### src/rtl/lsu_bus_pkg.sv
// Shared types and helpers for the LSU data-bus initiator.
// Lane mask and alignment rules live here so the FSM and the aligner agree on them.
package lsu_bus_pkg;

    typedef enum logic [1:0] {
        SZ_BYTE = 2'd0,
        SZ_HALF = 2'd1,
        SZ_WORD = 2'd2,
        SZ_ILL  = 2'd3
    } size_e;

    typedef enum logic [1:0] {
        ST_IDLE    = 2'd0,
        ST_RD_WAIT = 2'd1,
        ST_WR      = 2'd2,
        ST_RESP    = 2'd3
    } lsu_state_e;

    function automatic logic [3:0] lane_mask(input size_e size, input logic [1:0] a);
        logic [3:0] m;
        case (size)
            SZ_BYTE: m = 4'b0001 << a;
            SZ_HALF: m = 4'b0011 << a;
            default: m = 4'b1111;
        endcase
        return m;
    endfunction

    // Size 3 has no legal alignment, so it always reports misaligned.
    function automatic logic is_misaligned(input size_e size, input logic [1:0] a);
        logic bad;
        case (size)
            SZ_BYTE: bad = 1'b0;
            SZ_HALF: bad = a[0];
            SZ_WORD: bad = (a != 2'b00);
            default: bad = 1'b1;
        endcase
        return bad;
    endfunction

endpackage

### src/rtl/lsu_lane_align.sv
// Combinational byte-lane steering: store mask/replication and load shift/extension.
module lsu_lane_align
    import lsu_bus_pkg::*;
(
    input  size_e       i_size,
    input  logic [1:0]  i_addr_lo,
    input  logic        i_unsigned,
    input  logic [31:0] i_wdata,
    input  logic [31:0] i_rdata,
    output logic [3:0]  o_mask,
    output logic [31:0] o_wdata,
    output logic [31:0] o_rdata
);

    logic [31:0] w_shifted;
    logic        w_sign;

    always_comb begin
        o_mask = lane_mask(i_size, i_addr_lo);
        case (i_size)
            SZ_BYTE: o_wdata = {4{i_wdata[7:0]}};
            SZ_HALF: o_wdata = {2{i_wdata[15:0]}};
            default: o_wdata = i_wdata;
        endcase
    end

    always_comb begin
        w_shifted = i_rdata >> {i_addr_lo, 3'b000};
        w_sign    = 1'b0;
        case (i_size)
            SZ_BYTE: begin
                w_sign  = ~i_unsigned & w_shifted[7];
                o_rdata = {{24{w_sign}}, w_shifted[7:0]};
            end
            SZ_HALF: begin
                w_sign  = ~i_unsigned & w_shifted[15];
                o_rdata = {{16{w_sign}}, w_shifted[15:0]};
            end
            default: o_rdata = w_shifted;
        endcase
    end

endmodule

### src/rtl/lsu_bus_master.sv
// Single-outstanding load/store initiator for the data-memory bus.
// Define LSU_BUS_TIMEOUT_EN to abort read waits after TIMEOUT_CYCLES.
module lsu_bus_master
    import lsu_bus_pkg::*;
#(
    parameter int unsigned TIMEOUT_CYCLES = 16
) (
    input  logic        clk,
    input  logic        rst_n,
    input  logic        req_valid,
    output logic        req_ready,
    input  logic        req_we,
    input  logic [1:0]  req_size,
    input  logic        req_unsigned,
    input  logic [31:0] req_addr,
    input  logic [31:0] req_wdata,
    output logic        rsp_valid,
    output logic        rsp_err,
    output logic [31:0] rsp_rdata,
    output logic [31:0] bus_addr,
    output logic [31:0] bus_wdata,
    output logic        bus_rd_wr_en,
    output logic        bus_cs,
    output logic [3:0]  bus_mask,
    input  logic [31:0] bus_rdata,
    input  logic        bus_valid
);

    lsu_state_e  r_state;
    size_e       r_size;
    logic        r_unsigned;
    logic [1:0]  r_addr_lo;

    logic [31:0] r_bus_addr;
    logic [31:0] r_bus_wdata;
    logic        r_bus_rd_wr_en;
    logic        r_bus_cs;
    logic [3:0]  r_bus_mask;

    logic        r_rsp_valid;
    logic        r_rsp_err;
    logic [31:0] r_rsp_rdata;

    logic        w_idle;
    logic        w_accept;
    logic        w_misalign;
    size_e       w_req_size;
    size_e       w_al_size;
    logic [1:0]  w_al_addr_lo;
    logic [3:0]  w_mask;
    logic [31:0] w_wdata;
    logic [31:0] w_rdata;

`ifdef LSU_BUS_TIMEOUT_EN
    localparam int unsigned TO_W = $clog2(TIMEOUT_CYCLES + 1);
    logic [TO_W-1:0] r_to_cnt;
    logic            w_expired;
    assign w_expired = (r_to_cnt == TO_W'(TIMEOUT_CYCLES - 1));
`endif

    assign w_idle     = (r_state == ST_IDLE);
    assign w_accept   = req_valid & w_idle;
    assign w_req_size = size_e'(req_size);
    assign w_misalign = is_misaligned(w_req_size, req_addr[1:0]);

    // One aligner serves both directions: live request while idle, captured request while reading.
    assign w_al_size    = w_idle ? w_req_size : r_size;
    assign w_al_addr_lo = w_idle ? req_addr[1:0] : r_addr_lo;

    lsu_lane_align u_align (
        .i_size     (w_al_size),
        .i_addr_lo  (w_al_addr_lo),
        .i_unsigned (r_unsigned),
        .i_wdata    (req_wdata),
        .i_rdata    (bus_rdata),
        .o_mask     (w_mask),
        .o_wdata    (w_wdata),
        .o_rdata    (w_rdata)
    );

    always_ff @(posedge clk or negedge rst_n) begin
        if (!rst_n) begin
            r_state        <= ST_IDLE;
            r_size         <= SZ_BYTE;
            r_unsigned     <= 1'b0;
            r_addr_lo      <= 2'b00;
            r_bus_addr     <= '0;
            r_bus_wdata    <= '0;
            r_bus_rd_wr_en <= 1'b1;
            r_bus_cs       <= 1'b1;
            r_bus_mask     <= '0;
            r_rsp_valid    <= 1'b0;
            r_rsp_err      <= 1'b0;
            r_rsp_rdata    <= '0;
`ifdef LSU_BUS_TIMEOUT_EN
            r_to_cnt       <= '0;
`endif
        end else begin
            r_rsp_valid <= 1'b0;
            case (r_state)
                ST_IDLE: begin
                    if (w_accept) begin
                        r_size     <= w_req_size;
                        r_unsigned <= req_unsigned;
                        r_addr_lo  <= req_addr[1:0];
                        if (w_misalign) begin
                            r_state     <= ST_RESP;
                            r_rsp_valid <= 1'b1;
                            r_rsp_err   <= 1'b1;
                            r_rsp_rdata <= '0;
                        end else begin
                            r_bus_cs       <= 1'b0;
                            r_bus_addr     <= {req_addr[31:2], 2'b00};
                            r_bus_mask     <= w_mask;
                            r_bus_wdata    <= w_wdata;
                            r_bus_rd_wr_en <= ~req_we;
                            r_state        <= req_we ? ST_WR : ST_RD_WAIT;
`ifdef LSU_BUS_TIMEOUT_EN
                            r_to_cnt       <= '0;
`endif
                        end
                    end
                end
                ST_RD_WAIT: begin
                    // Valid data on the expiry cycle still completes normally.
                    if (bus_valid) begin
                        r_bus_cs    <= 1'b1;
                        r_state     <= ST_RESP;
                        r_rsp_valid <= 1'b1;
                        r_rsp_err   <= 1'b0;
                        r_rsp_rdata <= w_rdata;
                    end
`ifdef LSU_BUS_TIMEOUT_EN
                    else if (w_expired) begin
                        r_bus_cs    <= 1'b1;
                        r_state     <= ST_RESP;
                        r_rsp_valid <= 1'b1;
                        r_rsp_err   <= 1'b1;
                        r_rsp_rdata <= '0;
                    end else begin
                        r_to_cnt <= r_to_cnt + 1'b1;
                    end
`endif
                end
                ST_WR: begin
                    r_bus_cs    <= 1'b1;
                    r_state     <= ST_RESP;
                    r_rsp_valid <= 1'b1;
                    r_rsp_err   <= 1'b0;
                    r_rsp_rdata <= '0;
                end
                ST_RESP: r_state <= ST_IDLE;
                default: r_state <= ST_IDLE;
            endcase
        end
    end

    assign req_ready    = w_idle;
    assign rsp_valid    = r_rsp_valid;
    assign rsp_err      = r_rsp_err;
    assign rsp_rdata    = r_rsp_rdata;
    assign bus_addr     = r_bus_addr;
    assign bus_wdata    = r_bus_wdata;
    assign bus_rd_wr_en = r_bus_rd_wr_en;
    assign bus_cs       = r_bus_cs;
    assign bus_mask     = r_bus_mask;

endmodule

### config.mk
export PLATFORM = sky130hd
export DESIGN_NAME = lsu_bus_master
export DESIGN_NICKNAME = d
export VERILOG_FILES = /design/src/rtl/lsu_bus_pkg.sv /design/src/rtl/lsu_lane_align.sv /design/src/rtl/lsu_bus_master.sv
export SDC_FILE = /design/constraint.sdc
export NUM_CORES = 1
export LEC_CHECK = 0
export CAP_MARGIN = 15
export CORE_UTILIZATION = 40
export CTS_BUF_LIST = sky130_fd_sc_hd__clkbuf_16
export DETAILED_ROUTE_END_ITERATION = 12
export PLACE_DENSITY = 0.78
export SKIP_LAST_GASP = 1
export SYNTH_ARGS = -nofsm -noshare
export SYNTH_HDL_FRONTEND = slang
export SYNTH_SLANG_ARGS = --single-unit
### constraint.sdc
create_clock -name clk -period 2.2 [get_ports clk]
set_input_delay 0.44 -clock clk [delete_from_list [all_inputs] [get_ports clk]]
set_output_delay 0.44 -clock clk [all_outputs]
set_load 0.1 [all_outputs]
==> out/qor.yml, run 1 <==
sta:
  hold_viol: 0
  final-max-slew-violation-count: 0
  clock_skew_ns: 0.00518
  finalCriticalPeriod_ns: 2.16
  max_freq_ghz: 0.463
  post-route-period-util_pct: 98.2
  setup_tns_ns: 0
  setup_viol: 0
floorplan:
  row_count: 41
  dieArea_sq_mm: 0.0136
  ios: 209
  initial_core_util_pct: 41.4
  design.core.area_sq_mm: 0.0127
  die_h_microns: 117
  dieWidth_microns: 117
global_route:
  grt_usage_pct: 22.3
  grt_pass1_vias: 4616
  grt_pass1_wl_microns: 22900
  antenna_found_initial: 0
  grt_max_degree: 51
  grt_overflow: 0
critical_path:
  crit_chain: "inv_2, ha_4, buf_4, or3_1, o21ai_2, nor3_2, buf_4, a221oi_1, o21ai_0"
  critPathMaxStageDelay_ns: 0.43
  cp-end-kind: "flop"
  cpMaxStageDelayCell: "dfrtp_1"
  path_max_fanout: 7
  crit_buf_inv: 3
  crit_type: "flop to flop"
  crit_top_cell: "buf_4"
  arrival_ns: 2.39
  crit_family: "compound AO/OA/AOI/OAI gates"
  cp-start-kind: "flop"
  cp.required_ns: 2.43
synth:
  mappedNetlistArea_sq_mm: 0.00527
  synthTopCellsByArea: "dfrtp_1 (51%), mux2_2 (9.6%), nand2_1 (5.6%)"
  synth-seq-cells: 109
  avgSynthCellArea_sq_um: 11.2
  synth.most_common_cell: "dfrtp_1"
  ys_types: 52
  syn_inst: 472
  synth_top_area_share_pct: 50.8
  synth_flop_cell: "dfrtp_1"
  synth_top_area_cell: "dfrtp_1"
  ys_warn_count: 0
  synth-edff-count: 0
  yosysSeqAreaShare_pct: 51.8
  synth.top_cells.by_count: "dfrtp_1 (107), nand2_1 (78), o21ai_0 (50)"
  synth-async-reset-ratio_pct: 100
run_status:
  status: "completed"
clock_tree:
  tritoncts: "yes"
  clock-sinks: 109
  ctsHoldBuffers: 0
  clkLatencyLatePin_ns: 0.35
  cts_buffers: 9
  cts_buffer_depth: 2
  cts_root_buffer: "clkbuf_16"
  htree_levels: 3
  clk_pin_slew_worst_paths_ns: 0.07
routing:
  via_per_inst: 5.20
  drt_iter0_drc: 279
  wl_microns: 15300
  vias: 4584
  drc: 0
  wl_per_cell_microns: 17.3
  first_pass_iters: 5
  ant_nets: 0
layout:
  fin_nets: 813
  n_antenna_cell: 0
  drive_gt1_share_pct: 34.0
  fillers: 1093
  syn_to_final_growth_pct: 49.9
run:
  drv_cap: 0
place:
  dp_hpwl_microns: 11600
  portBuffers: 206
  gp_congestion: 0.888
hold_path:
  min_path_type: "input port to async pin"
-- cell usage in the layout, fill, tap and decap left out, types with 2 or more instances in the layout --
master           Yosys  final
buf_4                6    135
nor2_4               1      2
inv_2                0      2
nor2_1               6      6
dfstp_2              2      2
conb_1               1      2
clkbuf_16            0      9
o21ai_1              2      2
inv_1                7      5
o21ai_0             50     50
a22oi_1              9      9
ha_1                 5      4
buf_12               0     13
a221oi_1             7      7
mux2i_1             27     26
mux2i_4              2      2
clkinv_1             0      3
mux2_2              45     45
a32o_1               7      7
o21ai_2             11     11
nand2_1             78     78
or2_2                3      3
nor4_1               8      8
dfrtp_1            107    107
a21oi_1             18     18
clkdlybuf4s50_1      0    102
nand3_1             10     10
a222oi_1             8      8
nand2b_1             3      3
-- metrics by stage --
stage	instance area [sq um]	setup slack, ns	std cells	util, %	hold slack [ns]
2_1_floorplan	5300	-0.0597	473	-	0.144
3_3_place_gp	7570	-0.0996	859	59.5	0.429
3_5_place_dp	7570	-0.180	859	59.5	0.432
4_1_cts	7860	0.0528	877	61.8	0.0529
5_1_grt	7900	-0.0473	881	62.1	0.0790
6_report	7900	0.0397	881	62.1	0.0474
-- cell type report --
class                      instances  area (sq um)  area share, %
sequential                       109          2730           34.6
inverter                           7          26.3          0.333
timing repair buffer             250          2290           29.1
clock inverter                     7          41.3          0.523
tap                              172           215           2.72
multi-input combinational        327          2360           29.9
clock buffer                       9           225           2.85
-- state kept, by name, summed over array words and instances, names as in the netlist --
| register | cells |
|---|---|
| r_state | 2 |
| rsp_rdata | 32 |
| bus_wdata | 32 |
| r_unsigned | 1 |
| bus_cs | 1 |
| r_addr_lo | 2 |
| rsp_err | 1 |
| bus_rd_wr_en | 1 |
| bus_addr | 30 |
| r_size | 2 |
| rsp_valid | 1 |
| bus_mask | 4 |
-- kinds of logic after synthesis --
family          Yosys count  share of synthesized area, %
simple gates            119                          10.4
flops                   109                          51.8
compound gates          126                          16.6
buf+inv                  37                          4.04
other cells               1                        0.0712
fa+ha+maj                 5                          1.19
mux                      75                          15.9
-- path summary, 6_finish.rpt --
path | startpoint | end | slack [ns] | depth (start not counted)
max in group asynchronous | rst_n | bus_addr[18] | 1.44 | 2
worst min register to register | bus_wdata[27] | bus_wdata[27] | 0.48 | 2
worst min-delay path | rst_n | rsp_valid | 0.05 | 1
worst max-delay path | r_state[1] | rsp_rdata[14] | 0.04 | 9
worst max register to register | r_state[1] | rsp_rdata[14] | 0.04 | 9
min in group clk | bus_wdata[27] | bus_wdata[27] | 0.48 | 2
-- per-layer routing --
metal  up-vias  wire length (microns)  GRT usage [%]
li1       2179                      -              -
met2       194                   7830           39.0
met1      2185                   5910           26.0
met5         -                      0              0
met4         0                    367           10.2
met3        26                   1160           5.46
-- timing repair --
| item | in CTS | in global routing |
|---|---|---|
| hold endpoints to repair | 0 | 0 |
| pin swaps | 0 | 1 |
| setup endpoints to repair | 2 | 10 |
| buffers inserted | 2 | 4 |
| gates resized for setup | 0 | 4 |
Power of run 1 is not shown: default switching activity piles up to over one toggle a cycle in this logic, so the estimate is an artifact.
==> run 2, diff against run 1 <==
--- a/config.mk
+++ b/config.mk
@@ -6,6 +6,7 @@
 export NUM_CORES = 1
 export LEC_CHECK = 0
 export CAP_MARGIN = 15
+export CORE_MARGIN = 2
 export CORE_UTILIZATION = 40
 export CTS_BUF_LIST = sky130_fd_sc_hd__clkbuf_16
 export DETAILED_ROUTE_END_ITERATION = 12
==> run 2 against run 1 <==
- flip-flop and latch count is the same
- worst hold slack improved by 0.010 ns
- register-to-register slack better by 0.03 ns
- critical path depth fell by 1
- setup slack better by 0.029 ns
- global-route usage fell by 0.34 points
- fmax increased by 1.4%
- non-clock buffer count increased by 11
- sequential share of layout area fell by 0.60 points
- final area rose by 1.8%
- core utilization up 1.1 points
- clock skew grew 0.00063 ns
- largest cell class unchanged
==> out/qor.yml, run 2 (same netlist as run 1, synthesis figures left out) <==
routing:
  wl_per_cell_microns: 17.4
  first_pass_iters: 7
  vias: 4778
  drc: 0
  wl_microns: 15500
  ant_nets: 0
  drt_iter0_drc: 420
  via_per_inst: 5.36
layout:
  fin_util_pct: 63.2
  layout_commonest_cell: "buf_4"
  fin_nets: 824
  syn_to_final_growth_pct: 52.5
  final_cells: 892
  drive_gt1_share_pct: 36.1
  final_cell_mix: "buf_4 (146), dfrtp_1 (107), clkdlybuf4s50_1 (102)"
  n_antenna_cell: 0
clock_tree:
  cts_buffers: 9
  htree_levels: 3
  clkLatencyLatePin_ns: 0.36
  tritoncts: "yes"
  cts_root_buffer: "clkbuf_16"
  clk_pin_slew_worst_paths_ns: 0.08
  ctsHoldBuffers: 0
  cts_buffer_depth: 2
  clock-sinks: 109
global_route:
  grt_overflow: 0
  grt_max_degree: 70
  antenna_found_initial: 0
  grt_usage_pct: 22.0
  grt_pass1_vias: 4812
  grt_pass1_wl_microns: 24700
sta:
  rsz0062_at_grt: "true"
  timing.hold.ws_ns: 0.0574
  max_freq_ghz: 0.469
  post-route-period-util_pct: 96.9
  hold_viol: 0
  clock_skew_ns: 0.00582
  final-max-slew-violation-count: 0
  finalCriticalPeriod_ns: 2.13
  setup_viol: 0
floorplan:
  initial_core_util_pct: 41.4
  dieWidth_microns: 119
  design.core.area_sq_mm: 0.0127
  ios: 209
  die_h_microns: 119
  row_count: 41
  dieArea_sq_mm: 0.0141
critical_path:
  timing.rr.start: "r_state[1]"
  cp.depth: 8
  path_max_fanout: 19
  cp.required_ns: 2.44
  cp-start-kind: "flop"
  crit_buf_inv: 4
  r2r_slack_ns: 0.07
  arrival_ns: 2.37
  cpMaxStageDelayCell: "dfrtp_1"
  cp-end-kind: "flop"
  worstRegToRegCells: 8
  timing.rr.end: "bus_wdata[28]"
  crit_type: "flop to flop"
  critPathMaxStageDelay_ns: 0.40
  crit_chain: "inv_2, ha_4, buf_2, buf_4, mux2_2, buf_12, a222oi_1, o21ai_0"
  crit_family: "buffers and inverters"
hold_path:
  min_path_type: "input port to async pin"
run:
  drv_cap: 0
place:
  dp.cells: 864
  portBuffers: 206
  dp_hpwl_microns: 11600
  gp_congestion: 0.947
run_status:
  status: "completed"
-- run 2: final cells by class --
| class | instances | area (sq um) |
|---|---|---|
| clock buffer | 9 | 225 |
| fill | 1055 | 4690 |
| sequential | 109 | 2730 |
| tap | 172 | 215 |
| inverter | 7 | 26.3 |
| multi-input combinational | 327 | 2390 |
| timing repair buffer | 261 | 2360 |
| clock inverter | 7 | 82.6 |
-- run 2: what timing repair did --
action                                  4_1_cts  5_1_grt
endpoints found under the setup margin        7       27
resized for setup                             0       15
setup buffers                                 2       10
pin swaps                                     1        5
-- run 2: worst max path at each step --
| stage | from | to | slack [ns] |
|---|---|---|---|
| after floorplan | r_state[1] | rsp_rdata[16] | -0.06 |
| after global placement | req_addr[0] | rsp_rdata[21] | -0.08 |
| after detailed placement | req_addr[0] | rsp_rdata[27] | -0.16 |
| after CTS | r_state[1] | rsp_rdata[9] | -0.004 |
| after global routing | r_state[0] | rsp_rdata[17] | -0.02 |
| final | r_state[1] | bus_wdata[28] | 0.07 |
-- run 2: per-layer routing --
layer	vias up	part of all wire (%)	wire (microns)	GRT usage, %
met5	-	0	0	0
met4	0	2.4	368	7.74
met3	35	9.6	1480	7.14
met2	249	51	7900	37.7
met1	2291	37	5780	25.8
li1	2203	-	-	-
-- run 2: per-stage QoR --
step | area [sq um] | setup TNS (ns) | setup slack [ns]
after floorplan | 5300 | -0.727 | -0.0597
after global placement | 7570 | -2.74 | -0.0842
after detailed placement | 7570 | -4.09 | -0.164
after CTS | 7900 | -0.00420 | -0.00420
after global routing | 8040 | -0.101 | -0.0211
final | 8040 | 0 | 0.0692
-- run 2: worst reg2reg max path: stages, from the launching register on --
cell and delay [ns]:
dfrtp_1 0.40, inv_2 0.10, ha_4 0.20, buf_2 0.18, buf_4 0.13, mux2_2 0.36
buf_12 0.17, a222oi_1 0.36, o21ai_0 0.12
Power of run 2 is left out for the same reason.
